$ cat src/rtl/mask_bbox_tracker_if.sv
// mask_bbox_tracker_if: binary video stream in, per-frame bounding box results out.
interface mask_bbox_tracker_if #(
  parameter int XW = 11,
  parameter int YW = 10,
  parameter int CW = 20
);
  logic          bin_data;
  logic          bin_de;
  logic          bin_hs;
  logic          bin_vs;
  logic [XW-1:0] x_min;
  logic [XW-1:0] x_max;
  logic [YW-1:0] y_min;
  logic [YW-1:0] y_max;
  logic [CW-1:0] pix_cnt;
  logic          obj_valid;
  logic          frame_done;
  modport master (
    output bin_data, bin_de, bin_hs, bin_vs,
    input  x_min, x_max, y_min, y_max, pix_cnt, obj_valid, frame_done
  );
  modport slave (
    input  bin_data, bin_de, bin_hs, bin_vs,
    output x_min, x_max, y_min, y_max, pix_cnt, obj_valid, frame_done
  );
endinterface

$ cat src/rtl/mask_bbox_tracker.sv
// mask_bbox_tracker: per-frame bounding box and population of mask pixels, published at vsync.
module mask_bbox_tracker #(
  parameter int          XW         = 11,
  parameter int          YW         = 10,
  parameter int          CW         = 20,
  parameter logic        VS_POL     = 1'b1,
  parameter int unsigned MIN_PIXELS = 16
) (
  input logic                 clk,
  input logic                 rst,
  mask_bbox_tracker_if.slave  bus
);
  typedef enum logic {SYNC_WAIT, ACTIVE} state_t;
  state_t        state, state_nx;
  logic          vs_d, de_d, vs_edge, de_fall, hit, close, unused_hs;
  logic [XW-1:0] x_cnt, acc_xmin, acc_xmax;
  logic [YW-1:0] y_cnt, acc_ymin, acc_ymax;
  logic [CW-1:0] acc_cnt;
  assign unused_hs = bus.bin_hs;
  assign vs_edge   = (bus.bin_vs == VS_POL) && (vs_d != VS_POL);
  assign de_fall   = ~bus.bin_de && de_d;
  // a pixel coinciding with the frame boundary belongs to neither frame
  assign hit       = (state == ACTIVE) && bus.bin_de && bus.bin_data && !vs_edge;
  assign close     = (state == ACTIVE) && vs_edge;
  always_comb begin
    state_nx = vs_edge ? ACTIVE : state;
  end
  always_ff @(posedge clk or posedge rst) begin
    if (rst) state <= SYNC_WAIT;
    else     state <= state_nx;
  end
  always_ff @(posedge clk or posedge rst) begin
    if (rst) begin
      vs_d     <= ~VS_POL;
      de_d     <= 1'b0;
      x_cnt    <= '0;
      y_cnt    <= '0;
      acc_xmin <= '1;
      acc_xmax <= '0;
      acc_ymin <= '1;
      acc_ymax <= '0;
      acc_cnt  <= '0;
    end else begin
      vs_d     <= bus.bin_vs;
      de_d     <= bus.bin_de;
      x_cnt    <= (vs_edge || de_fall) ? '0 : (bus.bin_de && ~&x_cnt) ? x_cnt + XW'(1) : x_cnt;
      y_cnt    <= vs_edge ? '0 : (de_fall && ~&y_cnt) ? y_cnt + YW'(1) : y_cnt;
      acc_xmin <= vs_edge ? '1 : (hit && x_cnt < acc_xmin) ? x_cnt : acc_xmin;
      acc_xmax <= vs_edge ? '0 : (hit && x_cnt > acc_xmax) ? x_cnt : acc_xmax;
      acc_ymin <= vs_edge ? '1 : (hit && y_cnt < acc_ymin) ? y_cnt : acc_ymin;
      acc_ymax <= vs_edge ? '0 : (hit && y_cnt > acc_ymax) ? y_cnt : acc_ymax;
      acc_cnt  <= vs_edge ? '0 : (hit && ~&acc_cnt) ? acc_cnt + CW'(1) : acc_cnt;
    end
  end
  // an empty frame reports a zero box rather than the inverted accumulator sentinels
  always_ff @(posedge clk or posedge rst) begin
    if (rst) begin
      bus.x_min      <= '0;
      bus.x_max      <= '0;
      bus.y_min      <= '0;
      bus.y_max      <= '0;
      bus.pix_cnt    <= '0;
      bus.obj_valid  <= 1'b0;
      bus.frame_done <= 1'b0;
    end else begin
      bus.frame_done <= close;
      if (close) begin
        bus.pix_cnt   <= acc_cnt;
        bus.obj_valid <= 32'(acc_cnt) >= MIN_PIXELS;
        bus.x_min     <= (acc_cnt != '0) ? acc_xmin : '0;
        bus.x_max     <= (acc_cnt != '0) ? acc_xmax : '0;
        bus.y_min     <= (acc_cnt != '0) ? acc_ymin : '0;
        bus.y_max     <= (acc_cnt != '0) ? acc_ymax : '0;
      end
    end
  end
endmodule

$ cat src/flat_wrapper.sv
// flat-port wrapper written by rule: the top's interface ports become plain ports
module mask_bbox_tracker_flat 
#(
  parameter int          XW         = 11,
  parameter int          YW         = 10,
  parameter int          CW         = 20,
  parameter logic        VS_POL     = 1'b1,
  parameter int unsigned MIN_PIXELS = 16
)
  (clk, rst, bus_bin_data, bus_bin_de, bus_bin_hs, bus_bin_vs, bus_x_min, bus_x_max, bus_y_min, bus_y_max, bus_pix_cnt, bus_obj_valid, bus_frame_done);
  mask_bbox_tracker_if #(.XW(XW), .YW(YW), .CW(CW)) bus_i ();
  input logic clk;
  input logic rst;
  input wire logic [$bits(bus_i.bin_data)-1:0] bus_bin_data;
  input wire logic [$bits(bus_i.bin_de)-1:0] bus_bin_de;
  input wire logic [$bits(bus_i.bin_hs)-1:0] bus_bin_hs;
  input wire logic [$bits(bus_i.bin_vs)-1:0] bus_bin_vs;
  output wire logic [$bits(bus_i.x_min)-1:0] bus_x_min;
  output wire logic [$bits(bus_i.x_max)-1:0] bus_x_max;
  output wire logic [$bits(bus_i.y_min)-1:0] bus_y_min;
  output wire logic [$bits(bus_i.y_max)-1:0] bus_y_max;
  output wire logic [$bits(bus_i.pix_cnt)-1:0] bus_pix_cnt;
  output wire logic [$bits(bus_i.obj_valid)-1:0] bus_obj_valid;
  output wire logic [$bits(bus_i.frame_done)-1:0] bus_frame_done;
  assign bus_i.bin_data = bus_bin_data;
  assign bus_i.bin_de = bus_bin_de;
  assign bus_i.bin_hs = bus_bin_hs;
  assign bus_i.bin_vs = bus_bin_vs;
  assign bus_x_min = bus_i.x_min;
  assign bus_x_max = bus_i.x_max;
  assign bus_y_min = bus_i.y_min;
  assign bus_y_max = bus_i.y_max;
  assign bus_pix_cnt = bus_i.pix_cnt;
  assign bus_obj_valid = bus_i.obj_valid;
  assign bus_frame_done = bus_i.frame_done;
  mask_bbox_tracker #(.XW(XW), .YW(YW), .CW(CW), .VS_POL(VS_POL), .MIN_PIXELS(MIN_PIXELS)) u_core (.clk(clk), .rst(rst), .bus(bus_i));
endmodule
$ cat config.mk
export PLATFORM = sky130hd
export DESIGN_NAME = mask_bbox_tracker_flat
export DESIGN_NICKNAME = d
export VERILOG_FILES = /design/src/rtl/mask_bbox_tracker_if.sv /design/src/rtl/mask_bbox_tracker.sv /design/src/flat_wrapper.sv
export SDC_FILE = /design/constraint.sdc
export NUM_CORES = 1
export LEC_CHECK = 0
export ABC_CLOCK_PERIOD_IN_PS = 4700
export CELL_PAD_IN_SITES_DETAIL_PLACEMENT = 0
export CELL_PAD_IN_SITES_GLOBAL_PLACEMENT = 2
export CORE_UTILIZATION = 30
export DETAILED_ROUTE_END_ITERATION = 16
export PLACE_DENSITY_LB_ADDON = 0.08
export SYNTH_ARGS = -nofsm -noshare
export SYNTH_HDL_FRONTEND = slang
export SYNTH_SLANG_ARGS = --single-unit
$ cat constraint.sdc
create_clock -name clk -period 4.7 [get_ports clk]
set_input_delay 0.705 -clock clk [delete_from_list [all_inputs] [get_ports clk]]
set_output_delay 0.705 -clock clk [all_outputs]
set_load 0.1 [all_outputs]
==> flow_summary_export.csv, run 1 <==
group,metric,value,unit
run_status,status,"complete, no violations",
placement,place_hpwl,12000,um
layout,final-seq-area,3780,sq um
synthesis,yosys.area_share.simple,0.136,
cts,cts_max_level,4,
synthesis,dominantRegCellSynth,"dfrtp_1",
route,first_pass_iters,4,
synthesis,synth_top_family_by_area,"compound AO/OA/AOI/OAI gates",
timing,min_period,3040,ps
hold_path,hold_class,"reg2reg",
synthesis,synth_compound_area_frac,0.140,
synthesis,yosysTopAreaCell,"dfrtp_1",
synthesis,synth_edf_count,0,
die,die_x,159,um
worst_setup_path,cp-start-kind,"input port",
synthesis,syn_area,7370,sq um
worst_setup_path,path_class,"in2reg",
timing,finClkSkew,9.10,ps
synthesis,ys_warn_count,0,
global_routing,grtUsageTotal,0.154,
hold_path,whs_path_depth,1,
hold_path,whs_endpoint,"u_core.bus.y_max[8]",
timing,finalCritPeriodShare,0.647,
placement,place_congestion,0.793,
global_routing,busiest_layer,"met2",
timing,drv_slew,0,
synthesis,synth_cells,687,
cts,clk-insertion-delay-late,430,ps
global_routing,grt_start_max_net_pins,98,
power_and_ir_drop,p_sw,1360,uW
die,core-area,23800,sq um
cts,cts_setup_buffers,0,
global_routing,grt.met3_usage,0.0303,
cts,clock_sink_count,150,
cts,cts_buffer_depth,2,
cts,cts_root_buf,"clkbuf_16",
route,routedWlPerCell,16.8,um
timing,worst_pin_slew,1080,ps
flow_run,max-cap-violations,0,
synthesis,yosysMostFrequentCell,"dfrtp_1",
cts,cts_resized,0,
die,rows,56,
die,dieArea,25200,sq um
power_and_ir_drop,irDropWorstVdd,216,uV
layout,n_fill_cell,2362,
cts,cts_buffers,17,
timing,fmax,0.329,GHz
layout,final_nets,800,
hold_path,hp-start,"u_core.acc_ymax[8]",
placement,dpl-instance-area,8440,sq um
worst_setup_path,crit_fanout,24,
synthesis,synth_fp_nets,737,
synthesis,muxShareOfSynthArea,0.0639,
route,vias,5349,
layout,antenna_cells,0,
power_and_ir_drop,pwr-share-comb,0.246,
worst_setup_path,crit_required,5010,ps
global_routing,grt_util_met2,0.253,
synthesis,postSynth.asyncResetShare,1.00,
worst_setup_path,reg2regPathDepth,7,
timing,setup_viol,0,
layout,drive_above_1_share,0.142,
die,die_y,159,um
route,ant_nets,0,
die,initial_core_util,0.310,
synthesis,synth_area_leaders,"dfrtp_1 44%, dfstp_2 7.5%, ha_1 7.5%",
route,drc,0,
route,wl,18200,um
synthesis,synth_top_cell_area_share,0.438,
timing,rsz0062_at_grt,"no",
worst_setup_path,arrival,3350,ps
worst_setup_path,reg2reg_from,"u_core.x_cnt[5]",
layout,stdcell_area,9070,sq um
layout,fin_cells,1082,
timing,slew_headroom,0.279,
worst_setup_path,cp-end-kind,"register",
global_routing,grt_pass1_wl,30700,um
global_routing,grt_pass1_vias,5582,
synthesis,avgSynthCellArea,10.7,sq um
power_and_ir_drop,seqPwrFrac,0.382,
cts,cts_tree,"done",
timing,tns,0,ps
synthesis,synth_cell_type_count,52,
timing,worst_slack,1660,ps
worst_setup_path,ff2ff_setup_slack,2050,ps
power_and_ir_drop,power_leakage,0.00404,uW
worst_setup_path,r2r_end,"u_core.acc_xmax[3]",
power_and_ir_drop,power_frac_clock,0.372,
route,avgViaCountPerCell,4.94,
global_routing,grt_overflow_total,0,
global_routing,antenna_found_initial,0,
power_and_ir_drop,p_int,2610,uW
power_and_ir_drop,cellPowerDensity,437,nW/um^2
power_and_ir_drop,power.total,3960,uW
synthesis,synth_commonest_cells,"129 x dfrtp_1, 52 x inv_1, 51 x nor2_1, 44 x ha_1, 44 x nand2_1",
layout,syn_to_final_growth,23.1,%
placement,port-buffer-count,68,
synthesis,ys_seq_area_frac,0.513,
route,drt_first_iter_violations,231,
synthesis,ys_ff_latch,150,
cts,hold_buffers,0,
synthesis,synth-xor-area-share,0.0273,
synthesis,post_synth_fa_ha_maj_area_fraction,0.0747,
die,io_pins,70,
power_and_ir_drop,swShare,0.342,
cts,clkSlewWorstSetupHoldPaths,60,ps
layout,multi_input_area,3300,sq um
placement,dp.cells,1050,
global_routing,use_met1,0.205,
timing,hold_violations,0,
placement,place_ws,1160,ps
-- cell usage in the layout (no fill, tap or decap), types with 16 or more instances in the layout --
master | netlist | final
nand2_1 | 44 | 43
dfrtp_1 | 129 | 129
inv_1 | 52 | 51
clkbuf_16 | 0 | 17
o211ai_1 | 23 | 23
nor2_1 | 51 | 51
ha_1 | 44 | 44
mux2_2 | 32 | 32
a21oi_1 | 16 | 16
o21ai_0 | 29 | 29
clkdlybuf4s50_1 | 0 | 68
a22o_1 | 42 | 42
nand3_1 | 39 | 39
dfstp_2 | 21 | 21
-- metrics by stage --
stage | hold WS [ps] | utilization
final | 491 | 0.382
after global placement | 477 | 0.355
after CTS | 491 | 0.382
after floorplan | 466 | -
after detailed placement | 482 | 0.355
after global routing | 509 | 0.382
-- state kept, by name, indices dropped and copies added (netlist names), 11 cells and up --
name                flops
u_core.acc_cnt         20
u_core.bus.pix_cnt     20
u_core.acc_xmax        11
u_core.acc_xmin        11
u_core.bus.x_max       11
u_core.bus.x_min       11
u_core.x_cnt           11
-- kinds of logic after synthesis --
kind of cell               after synthesis
AOI/OAI and AO/OA                      143
xor gates and xnor gates                23
adders and majority gates               44
buffers and inverters                   85
DFF                                    150
muxes                                   43
and+or+nand+nor                        199
-- power groups by stage --
stage                     Sequential, uW  Clock [uW]  Combinational, uW
after floorplan                     1950           0                309
final                               1510        1470                977
after detailed placement            1540           0                985
after CTS                           1520        1520                989
after global placement              1540           0                981
after global routing                1530        1570               1050
-- critical path, cell delays in order --
cell             delay (ps)
clkdlybuf4s50_1         500
nor2b_2                 720
buf_4                   420
nor3_1                  210
a21oi_1                 460
a21oi_1                 130
o21a_1                  190
-- layout make-up --
| type | count | area share |
|---|---|---|
| Timing Repair Buffer | 77 | 0.0839 |
| Sequential cell | 150 | 0.417 |
| Multi-Input combinational cell | 452 | 0.364 |
| Clock buffer | 20 | 0.0503 |
| Clock inverter | 12 | 0.0194 |
| Inverter | 52 | 0.0219 |
| Tap cell | 319 | 0.0440 |
-- worst max path at each step --
stage | start | to | slack (ps) | cells past startpoint
5_1_grt | bus_bin_vs | u_core.y_cnt[2] | 1380 | 7
6_report | bus_bin_vs | u_core.y_cnt[2] | 1660 | 7
4_1_cts | bus_bin_vs | u_core.y_cnt[2] | 1620 | 7
3_5_place_dp | bus_bin_vs | u_core.y_cnt[2] | 1160 | 7
3_3_place_gp | bus_bin_vs | u_core.y_cnt[3] | 1190 | 7
2_1_floorplan | rst | u_core.acc_cnt[0] | 2120 | 1
-- metal layers --
layer / up-vias / part of all wire / wire, um
met5: - / 0 / 0
met3: 17 / 0.024 / 430
met4: 0 / 0.012 / 211
li1: 2625 / - / -
met1: 2640 / 0.49 / 8870
met2: 67 / 0.48 / 8690
No activity file was read; power rests on OpenSTA's default activity.
==> run 2: changes to the inputs <==
- ABC_CLOCK_PERIOD_IN_PS: 4700 -> 3120
- clock period: 4.7 -> 3.12 ns (I/O delays scaled with it)
==> run 2 against run 1 <==
Non-clock buffer count grew 12. Wire length grew 2.3%. Register-to-register slack lost 1300 ps. Final area shrank 0.98%. Sequential power grew 51%. Clock skew grew 1.9 ps. Critical endpoint is now u_core.acc_xmin[6]. Largest power group unchanged.
==> flow_summary_export.csv, run 2 (synthesis gave the netlist of run 1 again) <==
group,metric,value,unit
run_status,status,"complete, no violations",
power_and_ir_drop,p_sw,2030,uW
timing,rsz0062_at_grt,"no",
die,die_y,159,um
worst_setup_path,critPathMaxStageDelay,590,ps
cts,clock_sink_count,150,
worst_setup_path,path_cells,"inv_1 -> ha_1 -> a211oi_1 -> nor2_1 -> a2111oi_2 -> buf_4 -> nand3_1 -> nand3_1",
timing,worst_pin_slew,812,ps
timing,drv_slew,0,
cts,clkSlewWorstSetupHoldPaths,60,ps
layout,antenna_cells,0,
hold_path,whs_path_depth,1,
route,routedWlPerCell,17.0,um
cts,cts_buffers,17,
layout,n_fill_cell,2348,
layout,largestRegisters,"u_core.acc_cnt x20, u_core.bus.pix_cnt x20",
worst_setup_path,path_class,"reg2reg",
die,initial_core_util,0.310,
worst_setup_path,crit_fanout,6,
worst_setup_path,reg2reg_from,"u_core.acc_xmin[8]",
timing,tns,0,ps
power_and_ir_drop,cellPowerDensity,657,nW/um^2
worst_setup_path,crit_top_cell,"nand3_1",
layout,drive_above_1_share,0.235,
cts,cts_buffer_depth,2,
worst_setup_path,cp-end-kind,"register",
power_and_ir_drop,irDropWorstVdd,332,uV
power_and_ir_drop,power.total,5900,uW
cts,cts_tree,"done",
hold_path,whs_endpoint,"u_core.bus.y_max[8]",
worst_setup_path,crit_required,3480,ps
route,avgViaCountPerCell,4.96,
cts,cts_root_buf,"clkbuf_16",
worst_setup_path,ff2ff_setup_slack,790,ps
global_routing,grt_start_max_net_pins,151,
worst_setup_path,reg2regPathDepth,8,
timing,hold_violations,0,
layout,final_common_cell,"dfrtp_1",
global_routing,grt_pass1_wl,31500,um
timing,finClkSkew,11.0,ps
route,vias,5428,
placement,port-buffer-count,68,
die,rows,56,
cts,cts_setup_buffers,0,
placement,place_congestion,0.764,
power_and_ir_drop,power_frac_clock,0.366,
worst_setup_path,cpMaxStageDelayCell,"a2111oi_2",
layout,multi_input_area,3290,sq um
placement,place_hpwl,12400,um
power_and_ir_drop,swShare,0.343,
cts,clk-insertion-delay-late,420,ps
flow_run,max-cap-violations,0,
layout,stdcell_area,8980,sq um
route,drt_first_iter_violations,242,
global_routing,antenna_found_initial,0,
hold_path,hold_class,"reg2reg",
global_routing,grtUsageTotal,0.157,
die,die_x,159,um
global_routing,grt_pass1_vias,5636,
timing,finalCritPeriodShare,0.747,
worst_setup_path,cp-start-kind,"register",
timing,setup_viol,0,
route,ant_nets,0,
power_and_ir_drop,p_int,3870,uW
global_routing,grt_overflow_total,0,
timing,min_period,2330,ps
layout,fin_cells,1094,
cts,cts_resized,0,
placement,dp.cells,1062,
cts,hold_buffers,0,
layout,final_nets,812,
power_and_ir_drop,pwr-share-comb,0.246,
timing,fmax,0.429,GHz
layout,syn_to_final_growth,21.9,%
power_and_ir_drop,power_leakage,0.00422,uW
layout,final-seq-area,3780,sq um
worst_setup_path,r2r_end,"u_core.acc_xmin[6]",
route,wl,18600,um
layout,final_cell_mix,"129 x dfrtp_1, 83 x buf_4, 51 x nor2_1, 51 x inv_1, 44 x ha_1",
timing,worst_slack,788,ps
die,dieArea,25200,sq um
die,core-area,23800,sq um
placement,place_ws,335,ps
hold_path,hp-start,"u_core.acc_ymax[8]",
worst_setup_path,arrival,2690,ps
placement,dpl-instance-area,8370,sq um
cts,cts_max_level,4,
route,first_pass_iters,5,
route,drc,0,
die,io_pins,70,
timing,slew_headroom,0.458,
power_and_ir_drop,seqPwrFrac,0.387,
==> run 2: cell count changes in the layout (fill, tap and decap cells not counted), sizes merged <==
cell	previous run	this run
clkdlybuf4s50	68	4
clkbuf	20	24
clkinvlp	3	2
buf	9	85
clkinv	6	4
bufinv	4	3
==> run 2: worst max-delay path by stage <==
| stage | from | to | slack, ps | cells past startpoint |
|---|---|---|---|---|
| after CTS | u_core.acc_xmin[8] | u_core.acc_xmin[6] | 770 | 8 |
| after global placement | bus_bin_vs | u_core.acc_cnt[12] | 340 | 7 |
| after global routing | u_core.acc_xmin[8] | u_core.acc_xmin[10] | 600 | 8 |
| after floorplan | rst | u_core.acc_cnt[0] | 780 | 1 |
| after detailed placement | bus_bin_vs | u_core.acc_cnt[12] | 330 | 7 |
| final | u_core.acc_xmin[8] | u_core.acc_xmin[6] | 790 | 8 |
==> run 2: power groups by stage <==
stage               registers, uW  logic (uW)  clock network, uW
global route                 2310        1560               2320
global placement             2320        1460                  0
finish                       2280        1450               2160
floorplan                    2940         465                  0
CTS                          2290        1470               2240
detailed placement           2320        1470                  0
==> run 2: critical path: cells and delay by family (launching register included) <==
| family | cells | cell delay [ps] |
|---|---|---|
| buf+inv | 2 | 300 |
| compound gates | 2 | 810 |
| fa+ha+maj | 1 | 310 |
| flops | 1 | 540 |
| simple gates | 3 | 300 |
==> run 2: metrics by stage <==
| step | hold WS, ps | util |
|---|---|---|
| 5_1_grt | 506 | 0.378 |
| 3_3_place_gp | 474 | 0.352 |
| 2_1_floorplan | 466 | - |
| 6_report | 489 | 0.378 |
| 4_1_cts | 493 | 0.378 |
| 3_5_place_dp | 483 | 0.352 |
==> run 2: layout make-up <==
| class | count | share of cell area |
|---|---|---|
| Clock buffer | 24 | 0.0547 |
| Multi-Input combinational cell | 452 | 0.366 |
| Clock inverter | 8 | 0.0135 |
| Inverter | 52 | 0.0221 |
| Timing Repair Buffer | 89 | 0.0783 |
| Sequential cell | 150 | 0.421 |
| Tap cell | 319 | 0.0444 |
==> run 2: layer usage <==
metal / part of all wire / vias up / track usage
li1: - / 2643 / -
met1: 0.48 / 2684 / 0.212
met2: 0.47 / 92 / 0.258
met3: 0.035 / 9 / 0.0290
met4: 0.0066 / 0 / 0.0410
met5: 0 / - / 0
==> run 3: changes to the inputs <==
- ABC_CLOCK_PERIOD_IN_PS: 3120 -> 2400
- clock period: 3.12 -> 2.4 ns (I/O delays scaled with it)
==> run 3 against run 2 <==
Sequential share of layout area decreased by 1.3 points. Final area increased by 3.2%. Clock-buffer cell count decreased by 6. Wire length increased by 1.2%. Cell count increased by 3.2%. Flip-flop and latch count unchanged. Global-route usage increased by 0.19 points. Register-to-register slack got worse by 620 ps. Critical path depth unchanged. Clock skew increased by 2.8 ps. Sequential power increased by 29%. Highest routed layer unchanged.
==> flow_summary_export.csv, run 3 (synthesis gave the netlist of run 1 again) <==
group,metric,value,unit
run_status,status,"complete, no violations",
cts,cts_buffers,17,
power_and_ir_drop,seqPwrFrac,0.380,
die,die_x,159,um
power_and_ir_drop,power.total,7730,uW
die,initial_core_util,0.310,
cts,clk-insertion-delay-late,430,ps
power_and_ir_drop,p_int,5020,uW
route,avgViaCountPerCell,4.94,
layout,final-seq-area,3780,sq um
worst_setup_path,ff2ff_setup_slack,170,ps
power_and_ir_drop,power_leakage,0.00441,uW
timing,hold_violations,0,
layout,syn_to_final_growth,25.8,%
global_routing,grt_start_max_net_pins,91,
power_and_ir_drop,power_frac_clock,0.362,
cts,clock_sink_count,150,
timing,slew_headroom,0.638,
global_routing,grtUsageTotal,0.159,
timing,finClkSkew,13.8,ps
timing,worst_pin_slew,543,ps
die,dieArea,25200,sq um
layout,antenna_cells,0,
worst_setup_path,cp-start-kind,"register",
cts,cts_root_buf,"clkbuf_16",
timing,hold_slack,403,ps
layout,largestRegisters,"u_core.acc_cnt x20, u_core.bus.pix_cnt x20",
global_routing,grt_pass1_vias,5761,
timing,finalCritPeriodShare,0.929,
worst_setup_path,cpMaxStageDelayCell,"dfstp_2",
flow_run,max-cap-violations,0,
route,drc,0,
die,core-area,23800,sq um
layout,final_nets,847,
worst_setup_path,path_class,"reg2reg",
timing,rsz0062_at_grt,"no",
layout,n_fill_cell,2359,
placement,place_ws,23.4,ps
route,vias,5574,
worst_setup_path,critPathMaxStageDelay,560,ps
timing,worst_slack,171,ps
placement,port-buffer-count,68,
route,ant_nets,0,
die,die_y,159,um
global_routing,grt_overflow_total,0,
power_and_ir_drop,pwr-share-comb,0.258,
cts,cts_resized,0,
worst_setup_path,crit_required,2720,ps
cts,clkSlewWorstSetupHoldPaths,70,ps
timing,min_period,2230,ps
route,routedWlPerCell,16.7,um
die,io_pins,70,
placement,place_congestion,0.796,
die,rows,56,
worst_setup_path,reg2reg_from,"u_core.acc_xmin[2]",
worst_setup_path,crit_fanout,6,
layout,final_common_cell,"dfrtp_1",
global_routing,grt_pass1_wl,31600,um
timing,fmax,0.449,GHz
power_and_ir_drop,cellPowerDensity,834,nW/um^2
worst_setup_path,critPathLaunch,"u_core.acc_xmin[2]",
worst_setup_path,endpoint,"u_core.acc_xmin[8]",
worst_setup_path,reg2regPathDepth,8,
worst_setup_path,arrival,2550,ps
power_and_ir_drop,irDropWorstVdd,493,uV
hold_path,hold_class,"in2async",
layout,drive_above_1_share,0.272,
cts,cts_tree,"done",
timing,setup_viol,0,
placement,place_hpwl,13100,um
route,wl,18900,um
layout,multi_input_area,3290,sq um
cts,cts_max_level,4,
worst_setup_path,cp-end-kind,"register",
worst_setup_path,path_cells,"inv_1 -> ha_1 -> a21oi_1 -> o21ai_0 -> a2111o_1 -> buf_4 -> o21ai_0 -> nand3_1",
timing,drv_slew,0,
cts,cts_buffer_depth,2,
power_and_ir_drop,p_sw,2710,uW
route,drt_first_iter_violations,277,
timing,tns,0,ps
worst_setup_path,crit_top_cell,"o21ai_0",
worst_setup_path,r2r_end,"u_core.acc_xmin[8]",
layout,final_cell_mix,"129 x dfrtp_1, 116 x buf_4, 51 x nor2_1, 51 x inv_1, 44 x ha_1",
power_and_ir_drop,swShare,0.351,
route,first_pass_iters,4,
global_routing,antenna_found_initial,0,
## run 3: cell count changes in the layout (fill, tap and decap cells not counted), sizes merged
cell	before	now
buf	85	120
clkbuf	24	18
clkinv	4	7
inv	51	54
## run 3: timing repair
item / CTS / global route
hold buffers: 0 / 0
buffers inserted: 0 / 2
setup endpoints to repair: 0 / 1
## run 3: cell type report
type / instances / area share
inverters: 52 / 0.0215
clock inverters: 14 / 0.0188
well taps: 319 / 0.0431
flip-flops and latches: 150 / 0.408
repair buffers: 124 / 0.107
clock buffers: 18 / 0.0474
multi-input cells: 452 / 0.355
## run 3: how the worst min path moves through the flow
stage,startpoint,end,slack [ps],cells past startpoint
finish,rst,u_core.bus.pix_cnt[2],400,3
global route,rst,u_core.bus.pix_cnt[2],450,3
CTS,rst,u_core.acc_cnt[11],430,3
detailed placement,u_core.acc_ymax[6],u_core.bus.y_max[6],480,1
global placement,u_core.acc_ymax[8],u_core.bus.y_max[8],480,1
floorplan,bus_bin_de,u_core.de_d,390,0
## run 3: through the flow
step	util	cell area [sq um]	std cells
CTS	0.390	9260	1127
detailed placement	0.364	8640	1095
global placement	0.364	8640	1095
floorplan	-	7370	687
global route	0.390	9270	1129
finish	0.390	9270	1129
## run 3: power by group through the flow
stage,combinational [uW],sequential (uW),clock [uW]
2_1_floorplan,605,3820,0
3_3_place_gp,2000,2980,0
3_5_place_dp,2000,2990,0
4_1_cts,2010,2940,2900
5_1_grt,2130,2970,3000
6_report,1990,2940,2800
## run 3: layer usage
layer | vias to the layer above | global-route usage | part of all wire
li1 | 2711 | - | -
met1 | 2757 | 0.220 | 0.50
met2 | 83 | 0.247 | 0.46
met3 | 23 | 0.0282 | 0.024
met4 | 0 | 0.0587 | 0.016
met5 | - | 0 | 0
## run 3: worst max-delay path, delay by kind of cell, from the launching register on
| kind | cells | cell delay (ps) |
|---|---|---|
| buffers and inverters | 2 | 230 |
| and+or+nand+nor | 1 | 100 |
| DFF | 1 | 560 |
| AOI/OAI and AO/OA | 4 | 930 |
| adders and majority gates | 1 | 310 |
